[src/rtl/htif_pcr_responder.sv]
// Host PCR request/reply responder owning the tohost (0x780) and fromhost (0x781) registers.
// Define PCR_CYCLE_COUNTER_EN to map a free-running cycle counter at 12'hC00.
//
// state | meaning
// IDLE  | ready for a host request
// RESP  | reply held on rep_bits until the host accepts it
module htif_pcr_responder #(
   parameter int unsigned XLEN = 64,
   parameter int unsigned ADDR_W = 12,
   parameter logic [ADDR_W-1:0] TOHOST_ADDR = 12'h780,
   parameter logic [ADDR_W-1:0] FROMHOST_ADDR = 12'h781
) (
   input  logic              clk,
   input  logic              reset,
   input  logic              io_host_pcr_req_valid,
   output logic              io_host_pcr_req_ready,
   input  logic              io_host_pcr_req_bits_rw,
   input  logic [ADDR_W-1:0] io_host_pcr_req_bits_addr,
   input  logic [XLEN-1:0]   io_host_pcr_req_bits_data,
   output logic              io_host_pcr_rep_valid,
   input  logic              io_host_pcr_rep_ready,
   output logic [XLEN-1:0]   io_host_pcr_rep_bits,
   input  logic              core_tohost_valid,
   output logic              core_tohost_ready,
   input  logic [XLEN-1:0]   core_tohost_data,
   output logic              core_fromhost_valid,
   output logic [XLEN-1:0]   core_fromhost_data,
   input  logic              core_fromhost_clear
);

   typedef enum logic {IDLE = 1'b0, RESP = 1'b1} state_t;

   state_t            r_state;
   state_t            w_state_nxt;
   logic [XLEN-1:0]   r_rep_bits;
   logic [XLEN-1:0]   r_tohost;
   logic [XLEN-1:0]   r_fromhost;
   logic [XLEN-1:0]   w_rd_data;
   logic              w_fire;
   logic              w_hit_tohost;
   logic              w_hit_fromhost;
   logic              w_core_wr;

`ifdef PCR_CYCLE_COUNTER_EN
   localparam logic [ADDR_W-1:0] CYCLE_ADDR = ADDR_W'(12'hC00);
   logic [XLEN-1:0]   r_cycle;

   always_ff @(posedge clk) begin
      if (reset) r_cycle <= '0;
      else       r_cycle <= r_cycle + 1'b1;
   end
`endif

   assign io_host_pcr_req_ready = (r_state == IDLE) && !reset;
   assign io_host_pcr_rep_valid = (r_state == RESP);
   assign io_host_pcr_rep_bits  = r_rep_bits;

   assign w_fire         = io_host_pcr_req_valid && io_host_pcr_req_ready;
   assign w_hit_tohost   = w_fire && (io_host_pcr_req_bits_addr == TOHOST_ADDR);
   assign w_hit_fromhost = w_fire && (io_host_pcr_req_bits_addr == FROMHOST_ADDR);

   // The host owns tohost in any cycle it touches it; the core retries next cycle.
   assign core_tohost_ready   = !reset && (r_tohost == '0) && !w_hit_tohost;
   assign w_core_wr           = core_tohost_valid && core_tohost_ready;
   assign core_fromhost_valid = (r_fromhost != '0);
   assign core_fromhost_data  = r_fromhost;

   always_comb begin
      w_rd_data = '0;
      if (io_host_pcr_req_bits_addr == TOHOST_ADDR)
         w_rd_data = r_tohost;
      else if (io_host_pcr_req_bits_addr == FROMHOST_ADDR)
         w_rd_data = r_fromhost;
`ifdef PCR_CYCLE_COUNTER_EN
      else if (io_host_pcr_req_bits_addr == CYCLE_ADDR)
         w_rd_data = r_cycle;
`endif
   end

   always_comb begin
      w_state_nxt = r_state;
      case (r_state)
         IDLE: if (w_fire) w_state_nxt = RESP;
         RESP: if (io_host_pcr_rep_ready) w_state_nxt = IDLE;
         default: w_state_nxt = IDLE;
      endcase
   end

   always_ff @(posedge clk) begin
      if (reset) begin
         r_state    <= IDLE;
         r_rep_bits <= '0;
      end else begin
         r_state <= w_state_nxt;
         if (w_fire) r_rep_bits <= w_rd_data;
      end
   end

   always_ff @(posedge clk) begin
      if (reset) begin
         r_tohost <= '0;
      end else if (w_hit_tohost) begin
         r_tohost <= io_host_pcr_req_bits_rw ? io_host_pcr_req_bits_data : '0;
      end else if (w_core_wr) begin
         r_tohost <= core_tohost_data;
      end
   end

   always_ff @(posedge clk) begin
      if (reset) begin
         r_fromhost <= '0;
      end else if (w_hit_fromhost && io_host_pcr_req_bits_rw) begin
         r_fromhost <= io_host_pcr_req_bits_data;
      end else if (core_fromhost_clear) begin
         r_fromhost <= '0;
      end
   end

endmodule

[config.mk]
export PLATFORM = sky130hd
export DESIGN_NAME = htif_pcr_responder
export DESIGN_NICKNAME = d
export VERILOG_FILES = /design/src/rtl/htif_pcr_responder.sv
export SDC_FILE = /design/constraint.sdc
export NUM_CORES = 1
export LEC_CHECK = 0
export ABC_AREA = 1
export CORE_ASPECT_RATIO = 1.75
export CORE_MARGIN = 2
export CORE_UTILIZATION = 43
export DETAILED_ROUTE_END_ITERATION = 8
export GPL_ROUTABILITY_DRIVEN = 1
export PLACE_DENSITY = 0.85
export SKIP_CTS_REPAIR_TIMING = 1
export SLEW_MARGIN = 20
export SYNTH_ARGS = -nofsm -noshare
export SYNTH_HDL_FRONTEND = slang
export SYNTH_SLANG_ARGS = --single-unit
export TNS_END_PERCENT = 5
[constraint.sdc]
create_clock -name clk -period 1.75 [get_ports clk]
set_clock_uncertainty 0.2 [all_clocks]
set_input_delay 0.175 -clock clk [delete_from_list [all_inputs] [get_ports clk]]
set_output_delay 0.175 -clock clk [all_outputs]
set_load 0.05 [all_outputs]
Word-level counts from Yosys, hierarchy flattened
Index checks and enable logic that the tools add are counted.

cells by class
  bitwise operators = 1
  muxes and demuxes = 10
  reduce and logical (&&, ||, !) cells = 14
  divide/modulo/power cells = 0
  add/sub/neg operators = 0
  multipliers = 0
  magnitude comparators = 0
  shifts and indexed selects = 0
  equality and inequality tests = 2

operators by type and width
  operator              number
  $mux 64               7
  $logic_not 64->1      1
  $reduce_bool 64->1    1
  $eq 12x11->1 const B  2
  $logic_and 1x1->1     8
  $reduce_bool 2->1     2
  $logic_not 1->1       2
  $mux 1                2
  $pmux 1 s2            1
  $not 1->1             1

storage, ports and cells
  memories kept = 0
  input bits = 147
  memory bits (read-only) = 0
  word-level logic and storage cells = 31
  output and inout bits = 132
  register bits = 193
  bits in latches = 0
  memory bits (writable) = 0

Depth between registers and ports, before layout
  word-level depth = 9
  depth in mapped cells = 13

Least setup slack after synthesis
OpenSTA, ideal clock, no wires.

  path kind = reg-to-output
  start = register r_state, in the netlist io_host_pcr_rep_valid
  end = output port core_tohost_ready
  path buffers = 3
  stages on the path, launching flop included = 8
  data arrival time = 3239 ps
  path slack = -1864 ps
  required time = 1375 ps
  cell sequence = dfxtp_1 -> nor2_1 -> nand2_2 -> nor2_4 -> buf_6 -> buf_6 -> buf_4 -> nor4_1

on the way
  word-level cells in the longest chain between the ends = 6

RTL lines
  what                             RTL line  RTL
  start, declared                  33        state_t r_state;
  start signal, assigned           94        r_state <= w_state_nxt;
  $not 1->1                        n/a
  $logic_and 1x1->1                54        assign io_host_pcr_req_ready = (r_state == IDLE) && !reset;
  named net io_host_pcr_req_ready  16        output logic io_host_pcr_req_ready,
  $logic_and 1x1->1                58        assign w_fire = io_host_pcr_req_valid && io_host_pcr_req_ready;
  $logic_and 1x1->1                59        assign w_hit_tohost = w_fire && (io_host_pcr_req_bits_addr == TOHOST_ADDR);
  $logic_not 1->1                  63        assign core_tohost_ready = !reset && (r_tohost == '0) && !w_hit_tohost;
  $logic_and 1x1->1                63
  end, declared                    24        output logic core_tohost_ready,

The timed path passes the listed nets, and every way through them passes these cells.

Final worst setup path
  start = register r_tohost[13]
  end = output port core_tohost_ready

on the way
  word-level cells in the longest chain between the ends = 3

RTL lines
  what                             RTL line  RTL
  start, declared                  36        logic [XLEN-1:0] r_tohost;
  start signal, assigned           103       r_tohost <= io_host_pcr_req_bits_rw ? io_host_pcr_req_bits_data : '0;
  start signal, assigned           105       r_tohost <= core_tohost_data;
  $logic_not 64->1                 63
  $logic_and 1x1->1 (2 in series)  63

No other way between the ends.

==> run summary <==
CELLS AND AREA
--------------------------------------------------------------------------------------
Fin cells ...............................................................        2,139
Area of all placed cells without fillers ................................  14,100 um^2
Most common cell after layout, fill and taps aside ...................... sky130_fd_sc_hd__nand2_1
Net count, final ........................................................        1,976
Flip-flop and latch area ................................................    3870 um^2
Fraction of layout cells with a size suffix above 1 .....................        21.1%
Top library cells by usage in the layout, fill and taps aside ........... sky130_fd_sc_hd__nand2_1 (478), sky130_fd_sc_hd__buf_4 (264), sky130_fd_sc_hd__nand3_1 (258)
Layout Area Growth over Synthesis .......................................        48.6%
Final design utilization ................................................        64.5%
Final-layout fill cell count ............................................        1,856
Footprint of the multi-input gates ......................................    4770 um^2

CLOCK TREE
--------------------------------------------------------------------------------------
TritonCTS clock tree ....................................................        built
Num Clock Sinks .........................................................          193
Insertion delay of the later-clocked pin in the worst-skew pair .........      0.45 ns
Clock slew at the register clock pins of the worst setup and hold paths .      0.07 ns
Clock buffers created by TritonCTS ......................................           17
Buffer cell driving the clock tree root ................................. sky130_fd_sc_hd__clkbuf_16
Number of levels the H-tree was split into ..............................            4
Clock Path Buffers ......................................................            2

STA
--------------------------------------------------------------------------------------
Setup repair after global routing missed its margin .....................          yes
Period minus WS final ...................................................      2.30 ns
Period Utilization, post-route ..........................................         132%
Final max-slew violation count ..........................................            0
Worst-case headroom to the max-slew limit ...............................        45.8%
WHS .....................................................................    0.0457 ns
Final hold vios .........................................................            0
Achievable clock frequency ..............................................    0.434 GHz
Transition at the pin with the smallest max-transition slack ............     0.813 ns
Final setup violation count .............................................          110
Crit path setup slack, layout ...........................................    -0.555 ns

LOGIC SYNTHESIS
--------------------------------------------------------------------------------------
Number of warnings printed during yosys synthesis .......................            0
Number of nets in the synthesized netlist ...............................        1,618
Synth unique cells ......................................................           25
Sequential fraction of the synthesis area ...............................        40.7%
Average footprint of a synthesized cell .................................    6.46 um^2
Flip-flop and latch count after synthesis ...............................          193
Post-Synthesis Cells ....................................................        1,471
Synthesized area ........................................................    9500 um^2

DIE
--------------------------------------------------------------------------------------
Chip height .............................................................       201 um
Row count ...............................................................           72
Chip width ..............................................................       116 um
Initial core utilization ................................................        43.4%
Die Outline Area ........................................................  23,300 um^2
Number of top-level design ports ........................................          279
Area of the core ........................................................  21,900 um^2

GLOBAL ROUTE
--------------------------------------------------------------------------------------
Combined global-route utilization of all metal layers ...................        29.4%
Remaining Overflow, GRT .................................................            0
Number of global-route vias before repair ...............................       10,900
Antenna violations before repair ........................................            2
Pin count of the biggest net entering global routing ....................           65
First-pass GRT wire length ..............................................    53,800 um

PLACED DESIGN
--------------------------------------------------------------------------------------
Area after DPL ..........................................................  13,300 um^2
Routability congestion estimate from global placement ...................        0.918
HPWL after detailed placement ...........................................    24,500 um
Dpl cells ...............................................................        2,101
Port Buffer Count .......................................................          278

ROUTE
--------------------------------------------------------------------------------------
Detailed Route WL .......................................................    35,400 um
Via density per instance ................................................         5.32
Routed wire per std cell ................................................      16.5 um
TritonRoute pass-1 iters ................................................            5
Via count ...............................................................       11,400
Post-DRT Antenna Nets ...................................................            0
Remaining routing DRC violations ........................................            0
Violation count after the first detailed-routing iteration ..............        1,019

CRITICAL PATH
--------------------------------------------------------------------------------------
Startpoint Class ........................................................     register
Data arrival time at the worst-slack endpoint ...........................      1.93 ns
Critical Path Sink Type ................................................. primary output
Critical Path RT ........................................................      1.37 ns
Type of the setup path with the least slack ............................. register to primary output
Minimum setup slack among reg-to-reg paths ..............................     -0.36 ns
Biggest fanout along the worst timing path ..............................            2

STATUS
--------------------------------------------------------------------------------------
Violations in the final reports ......................................... setup timing
Outcome ................................................................. finished, violations left

POWER AND IR DROP
--------------------------------------------------------------------------------------
Overall power after layout ..............................................    17,300 uW
Peak ir drop on the vdd network .........................................     0.797 mV
Total power density per cell area ....................................... 1230 nW/um^2
LEAKAGE .................................................................   0.00674 uW

HOLD PATH
--------------------------------------------------------------------------------------
Hold Crit Class ......................................................... input pin to register

JOB
--------------------------------------------------------------------------------------
Max-capacitance violation count .........................................            0

==> registers in the layout (all words and copies together), names as in the netlist <==
signal,flops
core_fromhost_data,64
io_host_pcr_rep_bits,64
io_host_pcr_rep_valid,1
r_tohost,64
==> cell type report <==
cell class | count | area share [%]
antenna | 1 | 0.0177
multi-input combinational | 1062 | 33.8
tap | 296 | 2.62
timing repair buffer | 444 | 29.1
clock buffer | 17 | 3.01
sequential | 193 | 27.4
clock inverter | 15 | 1.05
inverter | 111 | 2.99
==> layer usage <==
layer | up-vias | wire, um | global-route usage, %
met5 | - | 10 | 0
met4 | 2 | 2680 | 21.9
met3 | 163 | 2470 | 4.62
met2 | 636 | 18300 | 51.2
met1 | 5186 | 12000 | 31.0
li1 | 5388 | - | -
==> cells by family (layout without fill, tap and decap cells) <==
kind of cell / count (synthesis) / in the layout / synth area share [%]
AOI/OAI and AO/OA: 108 / 108 / 5.93
buffers and inverters: 216 / 587 / 11.0
DFF: 193 / 193 / 40.7
other: 0 / 1 / 0
and+or+nand+nor: 954 / 954 / 42.4
==> through the flow <==
step	setup WS (ns)	setup TNS [ns]
floorplan	-0.278	-15.62
global placement	-0.522	-80.49
detailed placement	-0.556	-90.80
CTS	-0.644	-24.94
global route	-0.578	-34.69
finish	-0.555	-19.24
==> worst max-delay path: stages (launching register included) <==
cell and delay [ns]:
sky130_fd_sc_hd__dfxtp_1 0.33, sky130_fd_sc_hd__nor2_1 0.16, sky130_fd_sc_hd__nand2_1 0.12, sky130_fd_sc_hd__nor2_2 0.15, sky130_fd_sc_hd__nand3_2 0.14, sky130_fd_sc_hd__buf_4 0.16, sky130_fd_sc_hd__nor4_4 0.25, sky130_fd_sc_hd__buf_12 0.18
==> synthesized netlist by cell type <==
| master | count | area [um^2] |
|---|---|---|
| sky130_fd_sc_hd__nor2_1 | 175 | 657 |
| sky130_fd_sc_hd__nor4_1 | 17 | 106 |
| sky130_fd_sc_hd__dfxtp_1 | 193 | 3860 |
| sky130_fd_sc_hd__or2_0 | 1 | 6.26 |
| sky130_fd_sc_hd__nand3_1 | 266 | 1330 |
| sky130_fd_sc_hd__and2_1 | 1 | 6.26 |
| sky130_fd_sc_hd__o21ai_1 | 1 | 5.00 |
| sky130_fd_sc_hd__a21oi_1 | 70 | 350 |
| sky130_fd_sc_hd__buf_4 | 14 | 105 |
| sky130_fd_sc_hd__buf_2 | 23 | 115 |
| sky130_fd_sc_hd__nand2_1 | 480 | 1800 |
| sky130_fd_sc_hd__nor2_2 | 1 | 6.26 |
| sky130_fd_sc_hd__nand3_2 | 2 | 20.0 |
| sky130_fd_sc_hd__nor2_8 | 1 | 20.0 |
| sky130_fd_sc_hd__buf_1 | 6 | 22.5 |
| sky130_fd_sc_hd__o21ai_0 | 31 | 155 |
| sky130_fd_sc_hd__clkbuf_1 | 42 | 158 |
| sky130_fd_sc_hd__buf_6 | 20 | 225 |
| sky130_fd_sc_hd__a31o_2 | 6 | 52.6 |
| sky130_fd_sc_hd__inv_2 | 8 | 30.0 |
| sky130_fd_sc_hd__nand2_2 | 4 | 25.0 |
| sky130_fd_sc_hd__nor2_4 | 1 | 11.3 |
| sky130_fd_sc_hd__nand4_1 | 4 | 25.0 |
| sky130_fd_sc_hd__inv_1 | 103 | 387 |
| sky130_fd_sc_hd__nor3_4 | 1 | 16.3 |
==> final timing paths <==
kind / startpoint / endpoint / depth (start not counted)
max reg2reg: r_tohost[59] / r_tohost[20] / 12
max: r_tohost[13] / core_tohost_ready / 7
min reg2reg: core_fromhost_data[23] / core_fromhost_data[23] / 2
min: io_host_pcr_req_bits_rw / core_fromhost_data[53] / 4
==> where the power goes <==
group / switching [uW] / internal, uW / leakage (uW)
registers: 395 / 5100 / 0.00156
clock network: 1870 / 2000 / 0.000274
logic: 4300 / 3670 / 0.00491
No activity file was read; power rests on OpenSTA's default activity.
